$ cat src/rtl/scoreboard_pkg.sv
// Shared constants and helpers for the scoreboard display path.
package scoreboard_pkg;

  localparam logic MODE_MANUAL = 1'b0;
  localparam logic MODE_AUTO   = 1'b1;

  localparam int DEF_NUM_CH = 4;
  localparam int DEF_DATA_W = 4;

  // Index width for n items, never narrower than one bit.
  function automatic int sel_width(input int n);
    return (n > 2) ? $clog2(n) : 1;
  endfunction

endpackage

$ cat src/rtl/rr_next_sel.sv
// Rotated priority search: first enabled channel strictly after ptr, cyclically.
module rr_next_sel
  import scoreboard_pkg::*;
#(
  parameter  int NUM_CH = DEF_NUM_CH,
  localparam int SEL_W  = sel_width(NUM_CH)
) (
  input  logic [SEL_W-1:0]  ptr,
  input  logic [NUM_CH-1:0] ch_en,
  output logic [SEL_W-1:0]  next_idx,
  output logic              any_en,
  output logic              wrapped
);

  // Distance 1..NUM_CH going forward from 'from'; the channel itself is NUM_CH away.
  function automatic int fwd_dist(input int from, input int to);
    return ((to - from + NUM_CH - 1) % NUM_CH) + 1;
  endfunction

  int best_d;

  always_comb begin
    next_idx = ptr;
    best_d   = NUM_CH + 1;
    any_en   = |ch_en;
    for (int i = 0; i < NUM_CH; i++) begin
      if (ch_en[i] && (fwd_dist(int'(ptr), i) < best_d)) begin
        best_d   = fwd_dist(int'(ptr), i);
        next_idx = SEL_W'(i);
      end
    end
    wrapped = any_en && (next_idx <= ptr);
  end

endmodule

$ cat src/rtl/chan_scan_mux.sv
// Registered N:1 channel mux with manual select or auto scan over enabled channels.
module chan_scan_mux
  import scoreboard_pkg::*;
#(
  parameter  int NUM_CH = DEF_NUM_CH,
  parameter  int DATA_W = DEF_DATA_W,
  parameter  int DWELL  = 4,
  localparam int SEL_W  = sel_width(NUM_CH),
  localparam int DW_W   = sel_width(DWELL)
) (
  input  logic                     clk,
  input  logic                     rst,
  input  logic                     mode,
  input  logic [SEL_W-1:0]         man_sel,
  input  logic [NUM_CH-1:0]        ch_en,
  input  logic                     hold,
  input  logic [NUM_CH*DATA_W-1:0] data_in,
  output logic [DATA_W-1:0]        q,
  output logic [SEL_W-1:0]         q_sel,
  output logic                     q_valid,
  output logic                     wrap
);

  logic [SEL_W-1:0]  ptr_q, ptr_d;
  logic [DW_W-1:0]   dwell_q, dwell_d;
  logic [DATA_W-1:0] data_q, data_d;
  logic [SEL_W-1:0]  sel_q, sel_d;
  logic              valid_q, valid_d;
  logic              wrap_q, wrap_d;

  logic [SEL_W-1:0]  next_idx;
  logic              any_en, wrapped;
  logic [DATA_W-1:0] cur_data, man_data;
  logic              cur_en, man_ok;

  rr_next_sel #(.NUM_CH(NUM_CH)) u_next (
    .ptr      (ptr_q),
    .ch_en    (ch_en),
    .next_idx (next_idx),
    .any_en   (any_en),
    .wrapped  (wrapped)
  );

  // Channel lookup by pointer and by manual select; out-of-range selects match nothing.
  always_comb begin
    cur_data = '0;
    cur_en   = 1'b0;
    man_data = '0;
    man_ok   = 1'b0;
    for (int i = 0; i < NUM_CH; i++) begin
      if (ptr_q == SEL_W'(i)) begin
        cur_data = data_in[i*DATA_W +: DATA_W];
        cur_en   = ch_en[i];
      end
      if (man_sel == SEL_W'(i)) begin
        man_data = data_in[i*DATA_W +: DATA_W];
        man_ok   = 1'b1;
      end
    end
  end

  always_comb begin
    ptr_d   = ptr_q;
    dwell_d = dwell_q;
    data_d  = cur_data;
    sel_d   = ptr_q;
    valid_d = cur_en;
    wrap_d  = 1'b0;
    if (mode == MODE_MANUAL) begin
      dwell_d = '0;
      sel_d   = man_sel;
      data_d  = man_ok ? man_data : '0;
      valid_d = man_ok;
      if (man_ok) ptr_d = man_sel;
    end else if (!any_en) begin
      data_d  = '0;
      valid_d = 1'b0;
    end else if (!cur_en || (!hold && (dwell_q == DW_W'(DWELL - 1)))) begin
      // A disabled current channel is skipped at once, even under hold.
      ptr_d   = next_idx;
      dwell_d = '0;
      wrap_d  = wrapped;
    end else if (!hold) begin
      dwell_d = dwell_q + 1'b1;
    end
  end

  always_ff @(posedge clk) begin
    if (rst) begin
      ptr_q   <= '0;
      dwell_q <= '0;
      data_q  <= '0;
      sel_q   <= '0;
      valid_q <= 1'b0;
      wrap_q  <= 1'b0;
    end else begin
      ptr_q   <= ptr_d;
      dwell_q <= dwell_d;
      data_q  <= data_d;
      sel_q   <= sel_d;
      valid_q <= valid_d;
      wrap_q  <= wrap_d;
    end
  end

  assign q       = data_q;
  assign q_sel   = sel_q;
  assign q_valid = valid_q;
  assign wrap    = wrap_q;

endmodule

$ cat config.mk
export PLATFORM = sky130hd
export DESIGN_NAME = chan_scan_mux
export DESIGN_NICKNAME = d
export VERILOG_FILES = /design/src/rtl/scoreboard_pkg.sv /design/src/rtl/rr_next_sel.sv /design/src/rtl/chan_scan_mux.sv
export SDC_FILE = /design/constraint.sdc
export NUM_CORES = 1
export LEC_CHECK = 0
export CORE_ASPECT_RATIO = 1.25
export CORE_UTILIZATION = 47
export CTS_BUF_LIST = sky130_fd_sc_hd__clkbuf_4
export DETAILED_ROUTE_END_ITERATION = 10
export GPL_ROUTABILITY_DRIVEN = 0
export PLACE_DENSITY = 0.79
export SYNTH_ARGS = -nofsm -noshare
export SYNTH_HDL_FRONTEND = slang
export SYNTH_SLANG_ARGS = --single-unit
$ cat constraint.sdc
create_clock -name clk -period 9.7 [get_ports clk]
set_input_delay 2.425 -clock clk [delete_from_list [all_inputs] [get_ports clk]]
set_output_delay 2.425 -clock clk [all_outputs]
set_load 0.03 [all_outputs]
* Word level (Yosys, flattened, before mapping)
Index checks and enable logic that the tools add are counted.
** Storage, ports and cells
- Register bits after elaboration :: 12
- Input bits :: 26
** Operators by class
- $add $sub $neg :: 17
- Magnitude comparators :: 5
- Equality and inequality tests :: 10
- Mux-type cells :: 35
- Bitwise gates (word level) :: 7
- Reduce and logical (&&, ||, !) cells :: 21
** Operators with widths (number)
- $add 32x4->32 const B :: 4
- $sub 32x2->32 const B :: 4
- $lt 32x32->1 :: 3
- $mux 32 :: 3
- $mux 4 :: 11
- $mux 2 :: 11
- $add 3x2->4 const B :: 4
- $eq 2x2->1 const B :: 5
- $mux 1 :: 10
- $reduce_or 2->1 :: 5
- $reduce_or 4->1 :: 2
- $logic_and 1x1->1 :: 6
- $ne 2x1->1 const B :: 3
- $sub 1x2->3 const A :: 2
- $sub 2x2->3 const A :: 2
- $and 1x1->1 :: 4
- $eq 2x1->1 const B :: 2
- $logic_not 2->1 :: 2
- $lt 4x4->1 const B :: 1
- $not 1->1 :: 3
- $reduce_and 3->1 :: 1
- $add 2x1->2 const B :: 1
- $le 2x2->1 :: 1
- $logic_not 1->1 :: 2
- other kinds (3) :: 3

* Logic depth before layout (Yosys ltp)
- Depth in word-level cells :: 21
- Gate-level depth with buffers :: 24
- Depth with buffers taken out :: 24

* Modules after synthesis
Synthesis repeated with hierarchy kept, for this count alone.
** Second synthesis, totals
- Cell total of the unflattened synthesis :: 129
- Area total of the unflattened synthesis :: 1256.2 um2
** By module, submodules not included
- chan_scan_mux :: instances 1, cells each 71, area each 772.0 um2
- rr_next_sel :: instances 1, cells each 58, area each 484.2 um2

* Worst setup path before layout
OpenSTA, ideal clock, no wires.
- Path type :: input -> register
- Start point :: input ch_en[0]
- End point :: register wrap_q, in the netlist wrap
- Setup time :: 0.126 ns
- Data arrival time :: 5.573 ns
- Required time :: 9.574 ns
- Path slack :: 4.001 ns
- Cell stages on the path :: 18
- Buffers on the path :: 0
- Path through :: or2b_1 nand3_1 mux2i_1 a21oi_1 ha_1 nor4_1 nand2_1 o22ai_2 mux2_2 ha_1 nand3b_1 nand4b_1 and3b_2 a311oi_1 mux2_2 ha_1 a21oi_1 nor3_1
** Between the ends
- Word-level cells in the longest chain between the ends :: 13
- Elaborated cells on any way between the ends :: 26
- Classes of those cells :: 4 x order compare; 11 x mux; 2 x bitwise; 9 x reduce/logical
** Ends and longest elaborated chain
- start: declaration :: line chan_scan_mux.sv:15 : input logic [NUM_CH-1:0] ch_en,
- $logic_and 1x1->1 :: line rr_next_sel.sv:27 : if (ch_en[i] && (fwd_dist(int'(ptr), i) < best_d)) begin
- $mux 32 :: line rr_next_sel.sv:27
- $lt 32x32->1 :: line rr_next_sel.sv:27
- $logic_and 1x1->1 :: line rr_next_sel.sv:27
- $mux 32 :: line rr_next_sel.sv:27
- $lt 32x32->1 :: line rr_next_sel.sv:27
- $logic_and 1x1->1 :: line rr_next_sel.sv:27
- $mux 32 :: line rr_next_sel.sv:27
- $lt 32x32->1 :: line rr_next_sel.sv:27
- $logic_and 1x1->1 :: line rr_next_sel.sv:27
- $mux 2 :: line rr_next_sel.sv:27
- $le 2x2->1 :: line rr_next_sel.sv:32 : wrapped = any_en && (next_idx <= ptr);
- $logic_and 1x1->1 :: line rr_next_sel.sv:32
- end signal: assignment :: line chan_scan_mux.sv:102 : wrap_q <= wrap_d;
- end: declaration :: line chan_scan_mux.sv:29 : logic wrap_q, wrap_d;
Several ways; a longest one is shown, not always the timed one.
A chain may end at the register's enable or synchronous reset.

* Worst setup path in the final report
Same ends and word-level chain as after synthesis.

==> results.md <==
- Outcome: complete, no violations
- DRT Wirelength: 2900 um
- Async S/R FF share, synth: 0%
- Crit path largest cell delay: 0.61 ns
- Initial antenna violation count: 0
- Worst path cell trace: clkdlybuf4s50_1, or2b_1, nand3_1, mux2i_1, a21oi_1, ha_1, nor4_1, nand2_1, o22ai_2, mux2_2, ha_1, nand3b_1, nand4b_1, and3b_2, a311oi_1, mux2_2, ha_1, a21oi_1, nor3_1
- Final hold violation count: 0
- Peak VDD IR: 0.000260 V
- Chip Height: 58.3 um
- Met3 GRT Util: 1.23%
- Slew Limit Fails: 0
- Register area: 240 um^2
- Pwr Density: 284 mW/mm^2
- Gates resized, CTS repair: 0
- CP delay by family, top: simple AND/OR/NAND/NOR gates
- Adder-Cell Fraction of Synth Area: 15.7%
- Crit. Startpoint: ch_en[0]
- Fillers: 218
- Global-route wire length before repair: 4600 um
- Largest family of logic cells by synthesized area: simple AND/OR/NAND/NOR gates
- IO Port Bufs: 33
- Synth area leaders: dfxtp_1 20%, ha_1 16%, mux4_2 7.6%
- Fin Clk Skew: 0.00478 ns
- R2r startpoint: ptr_q[0]$_SDFFE_PP0P_
- Multiplexer share of the synthesized area: 11.1%
- CP Capture Type: register
- Grt total ovfl: 0
- HP Start: dwell_q[1]$_SDFFE_PP0P_
- Via/cell ratio: 5.53
- Most common cell in the netlist: ha_1
- Core Box Area: 0.00243 mm^2
- Layout Utilization: 64.5%
- Synth area leader: dfxtp_1
- Worst slew pin tran: 0.459 ns
- Most used cell, CP: ha_1
- Multi-input logic area: 901 um^2
- Fin nets: 213
- Worst Hold Slack: 0.515 ns
- Post-synth top cells: 15 x ha_1, 14 x a21oi_1, 12 x dfxtp_1
- Die X: 47.1 um
- Post-DP Area: 0.00154 mm^2
- DR WL/cell: 14.2 um
- Synth Area in XOR/XNOR: 0.735%
- Yosys top cell area share: 20.1%
- Post-Synth Simple-Gate Area: 26.1%
- CP startpoint kind: input port
- Flip-flop and latch count after synthesis: 12
- Layout cells sized above 1: 9.36%
- CTS Buf Count: 3
- Number of flops mapped to enable cells by yosys: 0
- # hold bufs at CTS: 0
- Rel. slew slack: 69.4%
- M2 GR Usage: 39.1%
- Post-CTS Setup Bufs: 0
- Worst EP arrival: 6.59 ns
- Period utilization: 66.4%
- Die area: 0.00274 mm^2
- Grt met1 use: 29.3%
- Sequential element share of the synthesized area: 20.1%
- Max Clock Freq: 155 MHz
- 1st-iter DRT viols: 43
- Largest net degree at the start of global routing: 15
- Cell at the slowest stage of the critical path: clkdlybuf4s50_1
- Post-DRT Antenna Nets: 0
- Unrepaired setup endpoints after global routing: no
- Drt drc: 0
- Crit path buf inv count: 1
- Top_reg_cell synth: dfxtp_1
- Maxcap violations: 0
- Vias in the first global route: 1078
- Hold Path Class: reg -> reg
- Routed vias: 1128
- GRT Util Overall: 22.7%
- CTS root buffer: clkbuf_4
- Worst-Skew Late Latency: 0.26 ns
- Initial Util: 49.1%
- Ports: 34
- CTS tree: yes
- Pleak: 0.630 nW
- Setup TNS: 0 ns
- Antenna Cells: 0
- Worst path required time: 9.84 ns
- Post-Layout Inst Area: 0.00157 mm^2
- Avg Cell Area, Syn: 8.52 um^2
- Synth Area in Compound Gates: 21.8%
- Synth warnings: 0
- Clock slew at reported path FFs: 0.07 ns
- Post-Syn Instances: 140
- Mapped Area: 0.00119 mm^2
- H-tree level count: 1
- CP Class: in -> reg
- Largest fanout on the critical path: 7
- Max Root-Sink Buffers: 2
- Syn Nets: 181
- Distinct cell type count after synthesis: 39
- Num Clock Sinks: 12
- Final setup violation count: 0
- Most used routing layer: met2
- Row cnt: 20
- Drt pass-1 iters: 4
- Layout Area Growth over Synthesis: 31.3%
- Crit path time final: 6.44 ns
- DP Wirelength: 2360 um
[per-layer routing]
layer  wire, um  part of all wire (%)
met1       1330                    46
met2       1480                    51
met3         43                   1.5
met4         37                   1.3
met5          0                     0
[through the flow]
| stage | power, mW | cells | setup WS, ns |
|---|---|---|---|
| CTS | 0.444 | 204 | 3.27 |
| floorplan | 0.332 | 140 | 4.00 |
| global route | 0.490 | 204 | 2.84 |
| finish | 0.445 | 204 | 3.26 |
| detailed placement | 0.412 | 200 | 3.00 |
| global placement | 0.402 | 200 | 3.21 |
[power breakdown]
part	internal [mW]	switching, mW
clock	0.0148	0.0141
sequential	0.0606	0.0123
combinational	0.161	0.182
total	0.236	0.209
[kinds of logic after synthesis]
family,count (synthesis)
and+or+nand+nor,54
AOI/OAI and AO/OA,37
adders and majority gates,15
buffers and inverters,13
DFF,12
muxes,8
xor gates and xnor gates,1
[placed cells by master (no fill, tap or decap), types with 2 or more instances in the layout]
cell	instances
dfxtp_1	12
clkdlybuf4s50_1	33
o21ai_0	5
inv_1	7
nor2_1	10
or2b_1	3
o31ai_1	5
nand2b_1	7
nor4_1	2
mux4_2	4
nand2_1	11
nor2b_1	6
a21oi_1	14
mux2_2	2
mux2i_1	2
a221oi_1	4
nand3_1	5
clkbuf_4	3
ha_1	15
[worst paths after layout]
path | slack, ns | cells past startpoint | to
worst min-delay path | 0.52 | 2 | dwell_q[1]$_SDFFE_PP0P_
worst min register to register | 0.52 | 2 | dwell_q[1]$_SDFFE_PP0P_
worst max register to register | 4.72 | 21 | wrap$_SDFF_PP0_
worst max-delay path | 3.26 | 19 | wrap$_SDFF_PP0_
[final cells by class]
cell class	count	area share (%)
Sequential cell	12	15.3
Inverter	7	1.68
Multi-Input combinational cell	115	57.6
Tap cell	33	2.64
Clock inverter	1	0.240
Timing Repair Buffer	33	21.1
Clock buffer	3	1.44
[sequential cells by signal, summed over array words and instances (netlist names)]
name,cells
dwell_q,2
ptr_q,2
q,4
q_sel,2
q_valid,1
wrap,1
[tightest hold or removal path, delay by kind of cell, from the launching register on]
| kind | cells | cell delay, ns |
|---|---|---|
| muxes | 1 | 0.07 |
| and+or+nand+nor | 1 | 0.07 |
| DFF | 1 | 0.34 |
Power figures use the tool's default switching activity.
